<file path="src/rtl/dcache_pkg.sv">
// rtl/dcache_pkg.sv - shared state encoding, op codes and byte-enable helper for dcache_main_fsm
// UNC_REQ/UNC_WAIT states exist only when DCACHE_UNCACHED_EN is defined.
package dcache_pkg;

    localparam int MAX_LINE_WORDS = 64;
    localparam int MAX_BE_W       = MAX_LINE_WORDS * 4;

    localparam logic OP_READ  = 1'b0;
    localparam logic OP_WRITE = 1'b1;

    typedef enum logic [2:0] {
        S_IDLE       = 3'd0,
        S_LOOKUP     = 3'd1,
        S_EVICT      = 3'd2,
        S_REFILL_REQ = 3'd3,
        S_REFILL     = 3'd4,
        S_WB_WAIT    = 3'd5
`ifdef DCACHE_UNCACHED_EN
        ,
        S_UNC_REQ    = 3'd6,
        S_UNC_WAIT   = 3'd7
`endif
    } state_t;

    // Four byte enables for word idx; callers truncate to their own line width.
    function automatic logic [MAX_BE_W-1:0] word_be(input int unsigned idx);
        logic [MAX_BE_W-1:0] w_one;
        w_one      = '0;
        w_one[3:0] = 4'hF;
        return w_one << (idx * 4);
    endfunction

endpackage

</file>
<file path="src/rtl/dcache_if.sv">
// rtl/dcache_if.sv - request, RAM-control and AXI-adapter signal bundle of dcache_main_fsm
// master = environment side, slave = controller side.
interface dcache_if #(
    parameter int WAYS       = 4,
    parameter int LINE_WORDS = 16,
    parameter int CW         = $clog2(LINE_WORDS)
);
    logic                    valid;
    logic                    op;
    logic                    uncached;
    logic                    cache_hit;
    logic [WAYS-1:0]         hit;
    logic [WAYS-1:0]         lru_way;
    logic                    victim_dirty;
    logic                    victim_valid;
    logic [LINE_WORDS*4-1:0] mem_we_normal;
    logic                    r_rdy;
    logic                    r_valid;
    logic                    w_rdy;
    logic                    w_done;

    logic [WAYS-1:0]         way_visit;
    logic                    mbuf_we;
    logic                    rbuf_we;
    logic                    wbuf_we;
    logic                    wbuf_reset;
    logic                    way_sel_en;
    logic                    rdata_sel;
    logic                    wrt_data_sel;
    logic [LINE_WORDS*4-1:0] mem_we;
    logic [WAYS-1:0]         mem_en;
    logic [WAYS-1:0]         tagv_we;
    logic [WAYS-1:0]         dirty_we;
    logic                    w_dirty_data;
    logic                    r_req;
    logic                    w_req;
    logic                    r_data_ready;
    logic                    unc_req;
    logic [CW-1:0]           fill_cnt;
    logic                    data_valid;
    logic                    busy;

    modport master (
        output valid, op, uncached, cache_hit, hit, lru_way, victim_dirty, victim_valid,
               mem_we_normal, r_rdy, r_valid, w_rdy, w_done,
        input  way_visit, mbuf_we, rbuf_we, wbuf_we, wbuf_reset, way_sel_en, rdata_sel,
               wrt_data_sel, mem_we, mem_en, tagv_we, dirty_we, w_dirty_data, r_req, w_req,
               r_data_ready, unc_req, fill_cnt, data_valid, busy
    );

    modport slave (
        input  valid, op, uncached, cache_hit, hit, lru_way, victim_dirty, victim_valid,
               mem_we_normal, r_rdy, r_valid, w_rdy, w_done,
        output way_visit, mbuf_we, rbuf_we, wbuf_we, wbuf_reset, way_sel_en, rdata_sel,
               wrt_data_sel, mem_we, mem_en, tagv_we, dirty_we, w_dirty_data, r_req, w_req,
               r_data_ready, unc_req, fill_cnt, data_valid, busy
    );

endinterface

</file>
<file path="src/rtl/dcache_fill_counter.sv">
// rtl/dcache_fill_counter.sv - refill beat counter with clear, enable and last-beat flag
// Wraps to zero after LINE_WORDS-1 because LINE_WORDS is a power of two.
module dcache_fill_counter #(
    parameter int LINE_WORDS = 16,
    parameter int CW         = $clog2(LINE_WORDS)
) (
    input  logic          clk,
    input  logic          rst,
    input  logic          i_clr,
    input  logic          i_en,
    output logic [CW-1:0] o_cnt,
    output logic          o_last
);

    logic [CW-1:0] r_cnt;

    always_ff @(posedge clk) begin
        if (rst || i_clr) begin
            r_cnt <= '0;
        end else if (i_en) begin
            r_cnt <= r_cnt + CW'(1);
        end
    end

    assign o_cnt  = r_cnt;
    assign o_last = (r_cnt == CW'(LINE_WORDS - 1));

endmodule

</file>
<file path="src/rtl/dcache_main_fsm.sv">
// rtl/dcache_main_fsm.sv - write-back data cache main control FSM (lookup, evict, refill, write-back wait)
// Uncached single-word path built in with DCACHE_UNCACHED_EN.
module dcache_main_fsm
    import dcache_pkg::*;
#(
    parameter int WAYS       = 4,
    parameter int LINE_WORDS = 16,
    parameter int CW         = $clog2(LINE_WORDS)
) (
    input logic     clk,
    input logic     rst,
    dcache_if.slave bus
);

    localparam int BE_W = LINE_WORDS * 4;
    typedef logic [BE_W-1:0] be_t;

    state_t        r_state;
    state_t        w_next;
    logic          r_victim_was_dirty;
    logic          r_wb_done_seen;
    logic          w_cnt_clr;
    logic          w_cnt_en;
    logic          w_cnt_last;
    logic [CW-1:0] w_cnt;
    logic          w_wb_complete;
    be_t           w_beat_be;

    dcache_fill_counter #(
        .LINE_WORDS (LINE_WORDS),
        .CW         (CW)
    ) u_fill_counter (
        .clk    (clk),
        .rst    (rst),
        .i_clr  (w_cnt_clr),
        .i_en   (w_cnt_en),
        .o_cnt  (w_cnt),
        .o_last (w_cnt_last)
    );

    assign w_beat_be     = be_t'(word_be(32'(w_cnt)));
    assign w_wb_complete = !r_victim_was_dirty || bus.w_done || r_wb_done_seen;

`ifndef DCACHE_UNCACHED_EN
    logic w_unused_uncached;
    assign w_unused_uncached = bus.uncached;
`endif

    always_ff @(posedge clk) begin
        if (rst) begin
            r_state            <= S_IDLE;
            r_victim_was_dirty <= 1'b0;
            r_wb_done_seen     <= 1'b0;
        end else begin
            r_state <= w_next;
            if (r_state == S_LOOKUP) begin
                r_victim_was_dirty <= bus.victim_dirty && bus.victim_valid;
            end
            // The write-back B response may beat the refill; remember it until WB_WAIT consumes it.
            if (r_state == S_WB_WAIT && w_wb_complete) begin
                r_wb_done_seen <= 1'b0;
            end else if (bus.w_done && (r_state == S_EVICT || r_state == S_REFILL_REQ ||
                                        r_state == S_REFILL)) begin
                r_wb_done_seen <= 1'b1;
            end
        end
    end

    always_comb begin
        w_next           = r_state;
        w_cnt_clr        = 1'b0;
        w_cnt_en         = 1'b0;
        bus.way_visit    = '0;
        bus.mbuf_we      = 1'b0;
        bus.rbuf_we      = 1'b0;
        bus.wbuf_we      = 1'b0;
        bus.wbuf_reset   = 1'b0;
        bus.way_sel_en   = 1'b0;
        bus.rdata_sel    = 1'b0;
        bus.wrt_data_sel = 1'b0;
        bus.mem_we       = '0;
        bus.mem_en       = '0;
        bus.tagv_we      = '0;
        bus.dirty_we     = '0;
        bus.w_dirty_data = 1'b0;
        bus.r_req        = 1'b0;
        bus.w_req        = 1'b0;
        bus.r_data_ready = 1'b0;
        bus.unc_req      = 1'b0;
        bus.fill_cnt     = '0;
        bus.data_valid   = 1'b0;
        bus.busy         = 1'b0;

        if (!rst) begin
            bus.busy     = (r_state != S_IDLE) && (r_state != S_LOOKUP);
            bus.fill_cnt = w_cnt;
            case (r_state)
                S_IDLE: begin
                    bus.rbuf_we = 1'b1;
                    if (bus.valid) w_next = S_LOOKUP;
                end
                S_LOOKUP: begin
                    bus.rdata_sel    = 1'b1;
                    bus.wrt_data_sel = 1'b1;
`ifdef DCACHE_UNCACHED_EN
                    if (bus.uncached) begin
                        bus.mbuf_we = 1'b1;
                        w_next      = S_UNC_REQ;
                    end else
`endif
                    if (bus.cache_hit) begin
                        bus.data_valid = 1'b1;
                        bus.rbuf_we    = 1'b1;
                        bus.way_sel_en = 1'b1;
                        bus.way_visit  = bus.hit;
                        if (bus.op == OP_WRITE) begin
                            bus.mem_en       = bus.hit;
                            bus.mem_we       = bus.mem_we_normal;
                            bus.dirty_we     = bus.hit;
                            bus.w_dirty_data = 1'b1;
                        end
                        w_next = bus.valid ? S_LOOKUP : S_IDLE;
                    end else begin
                        bus.mbuf_we = 1'b1;
                        bus.wbuf_we = 1'b1;
                        w_next = (bus.victim_dirty && bus.victim_valid) ? S_EVICT : S_REFILL_REQ;
                    end
                end
                S_EVICT: begin
                    bus.w_req = 1'b1;
                    if (bus.w_rdy) w_next = S_REFILL_REQ;
                end
                S_REFILL_REQ: begin
                    bus.r_req = 1'b1;
                    if (bus.r_rdy) begin
                        w_cnt_clr = 1'b1;
                        w_next    = S_REFILL;
                    end
                end
                S_REFILL: begin
                    bus.r_data_ready = 1'b1;
                    if (bus.r_valid) begin
                        bus.mem_en = bus.lru_way;
                        bus.mem_we = w_beat_be;
                        w_cnt_en   = 1'b1;
                        if (w_cnt_last) begin
                            bus.tagv_we      = bus.lru_way;
                            bus.dirty_we     = bus.lru_way;
                            bus.w_dirty_data = bus.op;
                            bus.way_sel_en   = 1'b1;
                            bus.way_visit    = bus.lru_way;
                            w_next           = S_WB_WAIT;
                        end
                    end
                end
                S_WB_WAIT: begin
                    if (w_wb_complete) begin
                        bus.data_valid = 1'b1;
                        bus.rbuf_we    = 1'b1;
                        bus.wbuf_reset = 1'b1;
                        w_next = bus.valid ? S_LOOKUP : S_IDLE;
                    end
                end
`ifdef DCACHE_UNCACHED_EN
                S_UNC_REQ: begin
                    bus.unc_req = 1'b1;
                    if (bus.op == OP_WRITE) begin
                        bus.w_req = 1'b1;
                        if (bus.w_rdy) w_next = S_UNC_WAIT;
                    end else begin
                        bus.r_req = 1'b1;
                        if (bus.r_rdy) w_next = S_UNC_WAIT;
                    end
                end
                S_UNC_WAIT: begin
                    bus.unc_req = 1'b1;
                    if (bus.op == OP_WRITE) begin
                        if (bus.w_done) begin
                            bus.data_valid = 1'b1;
                            w_next = bus.valid ? S_LOOKUP : S_IDLE;
                        end
                    end else begin
                        bus.r_data_ready = 1'b1;
                        if (bus.r_valid) begin
                            bus.rbuf_we    = 1'b1;
                            bus.data_valid = 1'b1;
                            w_next = bus.valid ? S_LOOKUP : S_IDLE;
                        end
                    end
                end
`endif
                default: w_next = S_IDLE;
            endcase
        end
    end

endmodule
</file>
<file path="src/flat_wrapper.sv">
// flat-port wrapper written by rule: the top's interface ports become plain ports
module dcache_main_fsm_flat import dcache_pkg::*;
#(
    parameter int WAYS       = 4,
    parameter int LINE_WORDS = 16,
    parameter int CW         = $clog2(LINE_WORDS)
)
  (clk, rst, bus_valid, bus_op, bus_uncached, bus_cache_hit, bus_hit, bus_lru_way, bus_victim_dirty, bus_victim_valid, bus_mem_we_normal, bus_r_rdy, bus_r_valid, bus_w_rdy, bus_w_done, bus_way_visit, bus_mbuf_we, bus_rbuf_we, bus_wbuf_we, bus_wbuf_reset, bus_way_sel_en, bus_rdata_sel, bus_wrt_data_sel, bus_mem_we, bus_mem_en, bus_tagv_we, bus_dirty_we, bus_w_dirty_data, bus_r_req, bus_w_req, bus_r_data_ready, bus_unc_req, bus_fill_cnt, bus_data_valid, bus_busy);
  dcache_if #(.WAYS(WAYS), .LINE_WORDS(LINE_WORDS), .CW(CW)) bus_i ();
  input logic clk;
  input logic rst;
  input wire logic [$bits(bus_i.valid)-1:0] bus_valid;
  input wire logic [$bits(bus_i.op)-1:0] bus_op;
  input wire logic [$bits(bus_i.uncached)-1:0] bus_uncached;
  input wire logic [$bits(bus_i.cache_hit)-1:0] bus_cache_hit;
  input wire logic [$bits(bus_i.hit)-1:0] bus_hit;
  input wire logic [$bits(bus_i.lru_way)-1:0] bus_lru_way;
  input wire logic [$bits(bus_i.victim_dirty)-1:0] bus_victim_dirty;
  input wire logic [$bits(bus_i.victim_valid)-1:0] bus_victim_valid;
  input wire logic [$bits(bus_i.mem_we_normal)-1:0] bus_mem_we_normal;
  input wire logic [$bits(bus_i.r_rdy)-1:0] bus_r_rdy;
  input wire logic [$bits(bus_i.r_valid)-1:0] bus_r_valid;
  input wire logic [$bits(bus_i.w_rdy)-1:0] bus_w_rdy;
  input wire logic [$bits(bus_i.w_done)-1:0] bus_w_done;
  output wire logic [$bits(bus_i.way_visit)-1:0] bus_way_visit;
  output wire logic [$bits(bus_i.mbuf_we)-1:0] bus_mbuf_we;
  output wire logic [$bits(bus_i.rbuf_we)-1:0] bus_rbuf_we;
  output wire logic [$bits(bus_i.wbuf_we)-1:0] bus_wbuf_we;
  output wire logic [$bits(bus_i.wbuf_reset)-1:0] bus_wbuf_reset;
  output wire logic [$bits(bus_i.way_sel_en)-1:0] bus_way_sel_en;
  output wire logic [$bits(bus_i.rdata_sel)-1:0] bus_rdata_sel;
  output wire logic [$bits(bus_i.wrt_data_sel)-1:0] bus_wrt_data_sel;
  output wire logic [$bits(bus_i.mem_we)-1:0] bus_mem_we;
  output wire logic [$bits(bus_i.mem_en)-1:0] bus_mem_en;
  output wire logic [$bits(bus_i.tagv_we)-1:0] bus_tagv_we;
  output wire logic [$bits(bus_i.dirty_we)-1:0] bus_dirty_we;
  output wire logic [$bits(bus_i.w_dirty_data)-1:0] bus_w_dirty_data;
  output wire logic [$bits(bus_i.r_req)-1:0] bus_r_req;
  output wire logic [$bits(bus_i.w_req)-1:0] bus_w_req;
  output wire logic [$bits(bus_i.r_data_ready)-1:0] bus_r_data_ready;
  output wire logic [$bits(bus_i.unc_req)-1:0] bus_unc_req;
  output wire logic [$bits(bus_i.fill_cnt)-1:0] bus_fill_cnt;
  output wire logic [$bits(bus_i.data_valid)-1:0] bus_data_valid;
  output wire logic [$bits(bus_i.busy)-1:0] bus_busy;
  assign bus_i.valid = bus_valid;
  assign bus_i.op = bus_op;
  assign bus_i.uncached = bus_uncached;
  assign bus_i.cache_hit = bus_cache_hit;
  assign bus_i.hit = bus_hit;
  assign bus_i.lru_way = bus_lru_way;
  assign bus_i.victim_dirty = bus_victim_dirty;
  assign bus_i.victim_valid = bus_victim_valid;
  assign bus_i.mem_we_normal = bus_mem_we_normal;
  assign bus_i.r_rdy = bus_r_rdy;
  assign bus_i.r_valid = bus_r_valid;
  assign bus_i.w_rdy = bus_w_rdy;
  assign bus_i.w_done = bus_w_done;
  assign bus_way_visit = bus_i.way_visit;
  assign bus_mbuf_we = bus_i.mbuf_we;
  assign bus_rbuf_we = bus_i.rbuf_we;
  assign bus_wbuf_we = bus_i.wbuf_we;
  assign bus_wbuf_reset = bus_i.wbuf_reset;
  assign bus_way_sel_en = bus_i.way_sel_en;
  assign bus_rdata_sel = bus_i.rdata_sel;
  assign bus_wrt_data_sel = bus_i.wrt_data_sel;
  assign bus_mem_we = bus_i.mem_we;
  assign bus_mem_en = bus_i.mem_en;
  assign bus_tagv_we = bus_i.tagv_we;
  assign bus_dirty_we = bus_i.dirty_we;
  assign bus_w_dirty_data = bus_i.w_dirty_data;
  assign bus_r_req = bus_i.r_req;
  assign bus_w_req = bus_i.w_req;
  assign bus_r_data_ready = bus_i.r_data_ready;
  assign bus_unc_req = bus_i.unc_req;
  assign bus_fill_cnt = bus_i.fill_cnt;
  assign bus_data_valid = bus_i.data_valid;
  assign bus_busy = bus_i.busy;
  dcache_main_fsm #(.WAYS(WAYS), .LINE_WORDS(LINE_WORDS), .CW(CW)) u_core (.clk(clk), .rst(rst), .bus(bus_i));
endmodule
</file>
<file path="config.mk">
export PLATFORM = sky130hd
export DESIGN_NAME = dcache_main_fsm_flat
export DESIGN_NICKNAME = d
export VERILOG_FILES = /design/src/rtl/dcache_pkg.sv /design/src/rtl/dcache_if.sv /design/src/rtl/dcache_fill_counter.sv /design/src/rtl/dcache_main_fsm.sv /design/src/flat_wrapper.sv
export SDC_FILE = /design/constraint.sdc
export NUM_CORES = 1
export LEC_CHECK = 0
export BUFFER_PORTS_ARGS = -buffer_cell sky130_fd_sc_hd__buf_4
export CORE_MARGIN = 3
export CORE_UTILIZATION = 35
export CTS_BUF_LIST = sky130_fd_sc_hd__clkbuf_16
export DETAILED_ROUTE_END_ITERATION = 6
export PLACE_DENSITY = 0.77
export SYNTH_ARGS = -nofsm -noshare
export SYNTH_HDL_FRONTEND = slang
export SYNTH_SLANG_ARGS = --single-unit
</file>
<file path="constraint.sdc">
create_clock -name clk -period 3.2 [get_ports clk]
set_input_delay 0.96 -clock clk [delete_from_list [all_inputs] [get_ports clk]]
set_output_delay 0.96 -clock clk [all_outputs]
set_load 0.1 [all_outputs]
</file>
==> impl_metrics.json, run 1 <==
{
  "routabilityCongestion": 0.877,
  "syn-cell-area_um2": 1690,
  "place_area_um2": 4080,
  "synth_compound_area_frac": 0.301,
  "synth-simple-area-share": 0.404,
  "post_cts_resized": 93,
  "num_rows": 24,
  "cts_hold_buf": 0,
  "htree_levels": 1,
  "io_buffers": 179,
  "error": "[ERROR DPL-0038] Utilization greater than 100%, impossible to legalize",
  "synthXorXnorAreaFrac": 0.0103,
  "syn-num-nets": 393,
  "fp.dieW_um": 75.6,
  "clock_path_buffers": 2,
  "dieHeight_um": 75.6,
  "yosysSeqAreaShare": 0.106,
  "yosys_warnings": 0,
  "synth_mux_area_frac": 0.00591,
  "clkSinkCount": 9,
  "status": "did not finish",
  "async_reset_ff_frac": 0,
  "cts_root_buffer": "clkbuf_16",
  "post-dp-hpwl_um": 7450,
  "avgSynthCellArea_um2": 5.59,
  "start_util": 0.376,
  "cts_setup_buffers": 2,
  "synth_top_family_by_area": "simple AND/OR/NAND/NOR gates",
  "post-place-ws_ns": -0.144,
  "ys_ff_latch": 9,
  "io_pins": 182,
  "cts_inserted_buffers": 3,
  "haltStage": "4_1_cts",
  "synthCells": 303,
  "yosysUniqueCellTypes": 35,
  "ys_top_cells_by_area": "a21oi_1, nand2_1, dfxtp_1",
  "synth_top_area_share": 0.242,
  "yosys.area.top_type": "a21oi_1",
  "synth_fa_ha_area_frac": 0.0443,
  "synth_edf_count": 0,
  "ys.flop_type": "dfxtp_1"
}
==> cells in the mapped netlist (5+ instances only) <==
cell,count
a21oi_1,82
buf_2,12
nor2_1,23
dfxtp_1,9
ha_1,6
nor2b_1,8
nand2_1,81
inv_1,5
buf_6,5
buf_4,6
nand3_1,13
and2_1,5
nand4_1,5
clkbuf_1,9
o21ai_0,5
==> logic make-up after synthesis <==
group | after synthesis
and+or+nand+nor | 151
xor gates and xnor gates | 2
buffers and inverters | 37
muxes | 1
DFF | 9
other | 1
AOI/OAI and AO/OA | 96
adders and majority gates | 6
==> per-stage QoR <==
| step | util | hold slack, ns | instances |
|---|---|---|---|
| floorplan | - | 0.449 | 303 |
| global placement | 0.906 | 0.463 | 535 |
| detailed placement | 0.906 | 0.472 | 535 |
==> run 2: changes to the inputs <==
CORE_UTILIZATION = 20   (was 35)
CTS_BUF_LIST = not set   (was sky130_fd_sc_hd__clkbuf_16)
PLACE_DENSITY = not set   (was 0.77)
PLACE_DENSITY_LB_ADDON = 0.15   (was not set)
==> impl_metrics.json, run 2 <==
{
  "worstMarginPinSlew_ns": 0.531,
  "syn-cell-area_um2": 1690,
  "yosysSeqAreaShare": 0.106,
  "setup_viol": 0,
  "leakage_uw": 0.00168,
  "cp-end-kind": "primary output",
  "final_cell_mix": "buf_4, nand2_1, a21oi_4",
  "viasPerCell": 4.74,
  "clock_skew_ns": 0.000221,
  "fmax_mhz": 315,
  "synth_edf_count": 0,
  "critical_path_arrival_ns": 2.21,
  "diodes": 0,
  "ant_nets": 0,
  "grt_start_max_net_pins": 32,
  "power_density_nw_per_um2": 134,
  "grt_pass1_wl_um": 13500,
  "initialDrtViolationCount": 59,
  "areaGrowthSynthToFinish_pct": 193,
  "dr.pass1.iters": 4,
  "cts_hold_buf": 0,
  "crit_chain": "buf_4 > or2_1 > a21o_4 > buf_12 > a21oi_2 > buf_6",
  "path_buf_inv": 3,
  "post-route-period-util": 0.991,
  "min_path_type": "reg2reg",
  "synth_top_area_share": 0.242,
  "dieArea_um2": 9610,
  "startpoint_type": "input pin",
  "setup_slack_ns": 0.0279,
  "dieHeight_um": 98.0,
  "grt_usage": 0.164,
  "cp_max_fo": 31,
  "drive_gt1_frac": 0.675,
  "clkSinkCount": 9,
  "worstHoldStart": "u_core.r_victim_was_dirty$_SDFFE_PP0P_",
  "clkSlewWorstSetupHoldPaths_ns": 0.05,
  "post-dp-hpwl_um": 6650,
  "cp_top_family": "buffers and inverters",
  "hold_viol_final": 0,
  "slew_viol_final": 0,
  "antenna_found_initial": 0,
  "fp.dieW_um": 98.0,
  "worstPathRequired_ns": 2.24,
  "start_util": 0.213,
  "ys_ff_latch": 9,
  "holdWs_ns": 0.471,
  "synth_most_common_cell": "a21oi_1",
  "place_area_um2": 4110,
  "cts_inserted_buffers": 3,
  "fin_util": 0.622,
  "clock_path_buffers": 2,
  "drt-total-wl_um": 8760,
  "syn-num-nets": 393,
  "io_buffers": 179,
  "grt-ovfl-total": 0,
  "startpoint": "rst",
  "finalNetCount": 580,
  "vdd_drop_max_mv": 0.167,
  "rr_startpoint": "u_core.r_state[0]$_SDFFE_PP0P_",
  "yosys_warnings": 0,
  "yosysUniqueCellTypes": 35,
  "core_area_um2": 7970,
  "maxCapViolCount": 0,
  "num_rows": 32,
  "slowest_delay_ns": 0.25,
  "yosys-top-cells-count": "a21oi_1, nand2_1, nor2_1",
  "cts_root_buffer": "clkbuf_8",
  "ys_top_cells_by_area": "a21oi_1, nand2_1, dfxtp_1",
  "ys.flop_type": "dfxtp_1",
  "fin_area_um2": 4960,
  "avgRoutedWirePerCell_um": 14.8,
  "yosys.area.top_type": "a21oi_1",
  "crit_type": "in2out",
  "finalCriticalPeriod_ns": 3.17,
  "avgSynthCellArea_um2": 5.59,
  "synthCells": 303,
  "async_reset_ff_frac": 0,
  "io_pins": 182,
  "routabilityCongestion": 0.785,
  "rsz0062_at_grt": "true",
  "grt_pass1_vias": 2745,
  "post-place-ws_ns": -0.155,
  "dp.cells": 582,
  "largest_reg_flops": 4,
  "layout_commonest_cell": "buf_4",
  "slew_headroom": 0.645,
  "drc": 0,
  "finalNonFillerCells": 591,
  "htree_levels": 1,
  "crit_slowest_cell": "a21o_4",
  "insertion_delay_ns": 0.23,
  "status": "finished clean",
  "cts_tree": "built",
  "vias": 2804
}
==> run 2: cell counts after synthesis <==
Identical to the previous run, type by type.
==> run 2: what timing repair did <==
| item | 4_1_cts | 5_1_grt |
|---|---|---|
| buffers inserted | 1 | 2 |
| resized for setup | 66 | 113 |
| pin swaps | 2 | 6 |
| setup endpoints to repair | 70 | 79 |
| cloned | 1 | 1 |
==> run 2: worst min-delay path, cell delays in order, from the launching register on <==
cell     delay [ns]
dfxtp_1        0.30
o21ai_0        0.06
a21oi_1        0.06
==> run 2: power breakdown <==
part | internal (uW) | switching (uW)
registers | 117 | 7.46
clock network | 87.0 | 47.3
logic | 154 | 253
==> run 2: worst paths after layout <==
kind	endpoint	slack, ns	depth (start not counted)
setup / recovery	bus_mem_we[57]	0.03	6
hold / removal	u_core.r_victim_was_dirty$_SDFFE_PP0P_	0.47	2
setup reg to reg	u_core.u_fill_counter.o_cnt[3]$_SDFFE_PP0P_	1.50	8
hold reg to reg	u_core.r_victim_was_dirty$_SDFFE_PP0P_	0.47	2
==> run 2: final cells by class <==
class	instances	area (um^2)
repair buffers	214	2380
well taps	102	128
multi-input cells	257	2200
fillers	649	3010
clock buffers	4	45.0
inverters	5	18.8
flip-flops and latches	9	180
==> run 2: through the flow <==
stage | total power, uW | TNS, ns
floorplan | 382 | -22.95
global placement | 510 | -5.02
detailed placement | 515 | -6.18
CTS | 661 | -0.134
global route | 699 | -1.12
finish | 666 | 0
==> run 2: kinds of logic after synthesis <==
logic type,share of synthesized area
AO/OA/AOI/OAI,0.301
XOR/XNOR,0.0103
adder cells (fa/ha/maj),0.0443
buffers and inverters,0.126
flip-flops,0.106
multiplexers,0.00591
other,0.00221
AND/OR/NAND/NOR,0.404
==> run 2: metal layers <==
metal,wire [um],share of wire,track usage
met1,3460,0.39,0.202
met2,4670,0.53,0.303
met3,590,0.067,0.0357
met4,40,0.0046,0.0160
met5,0,0,0
No activity file was read; power rests on OpenSTA's default activity.
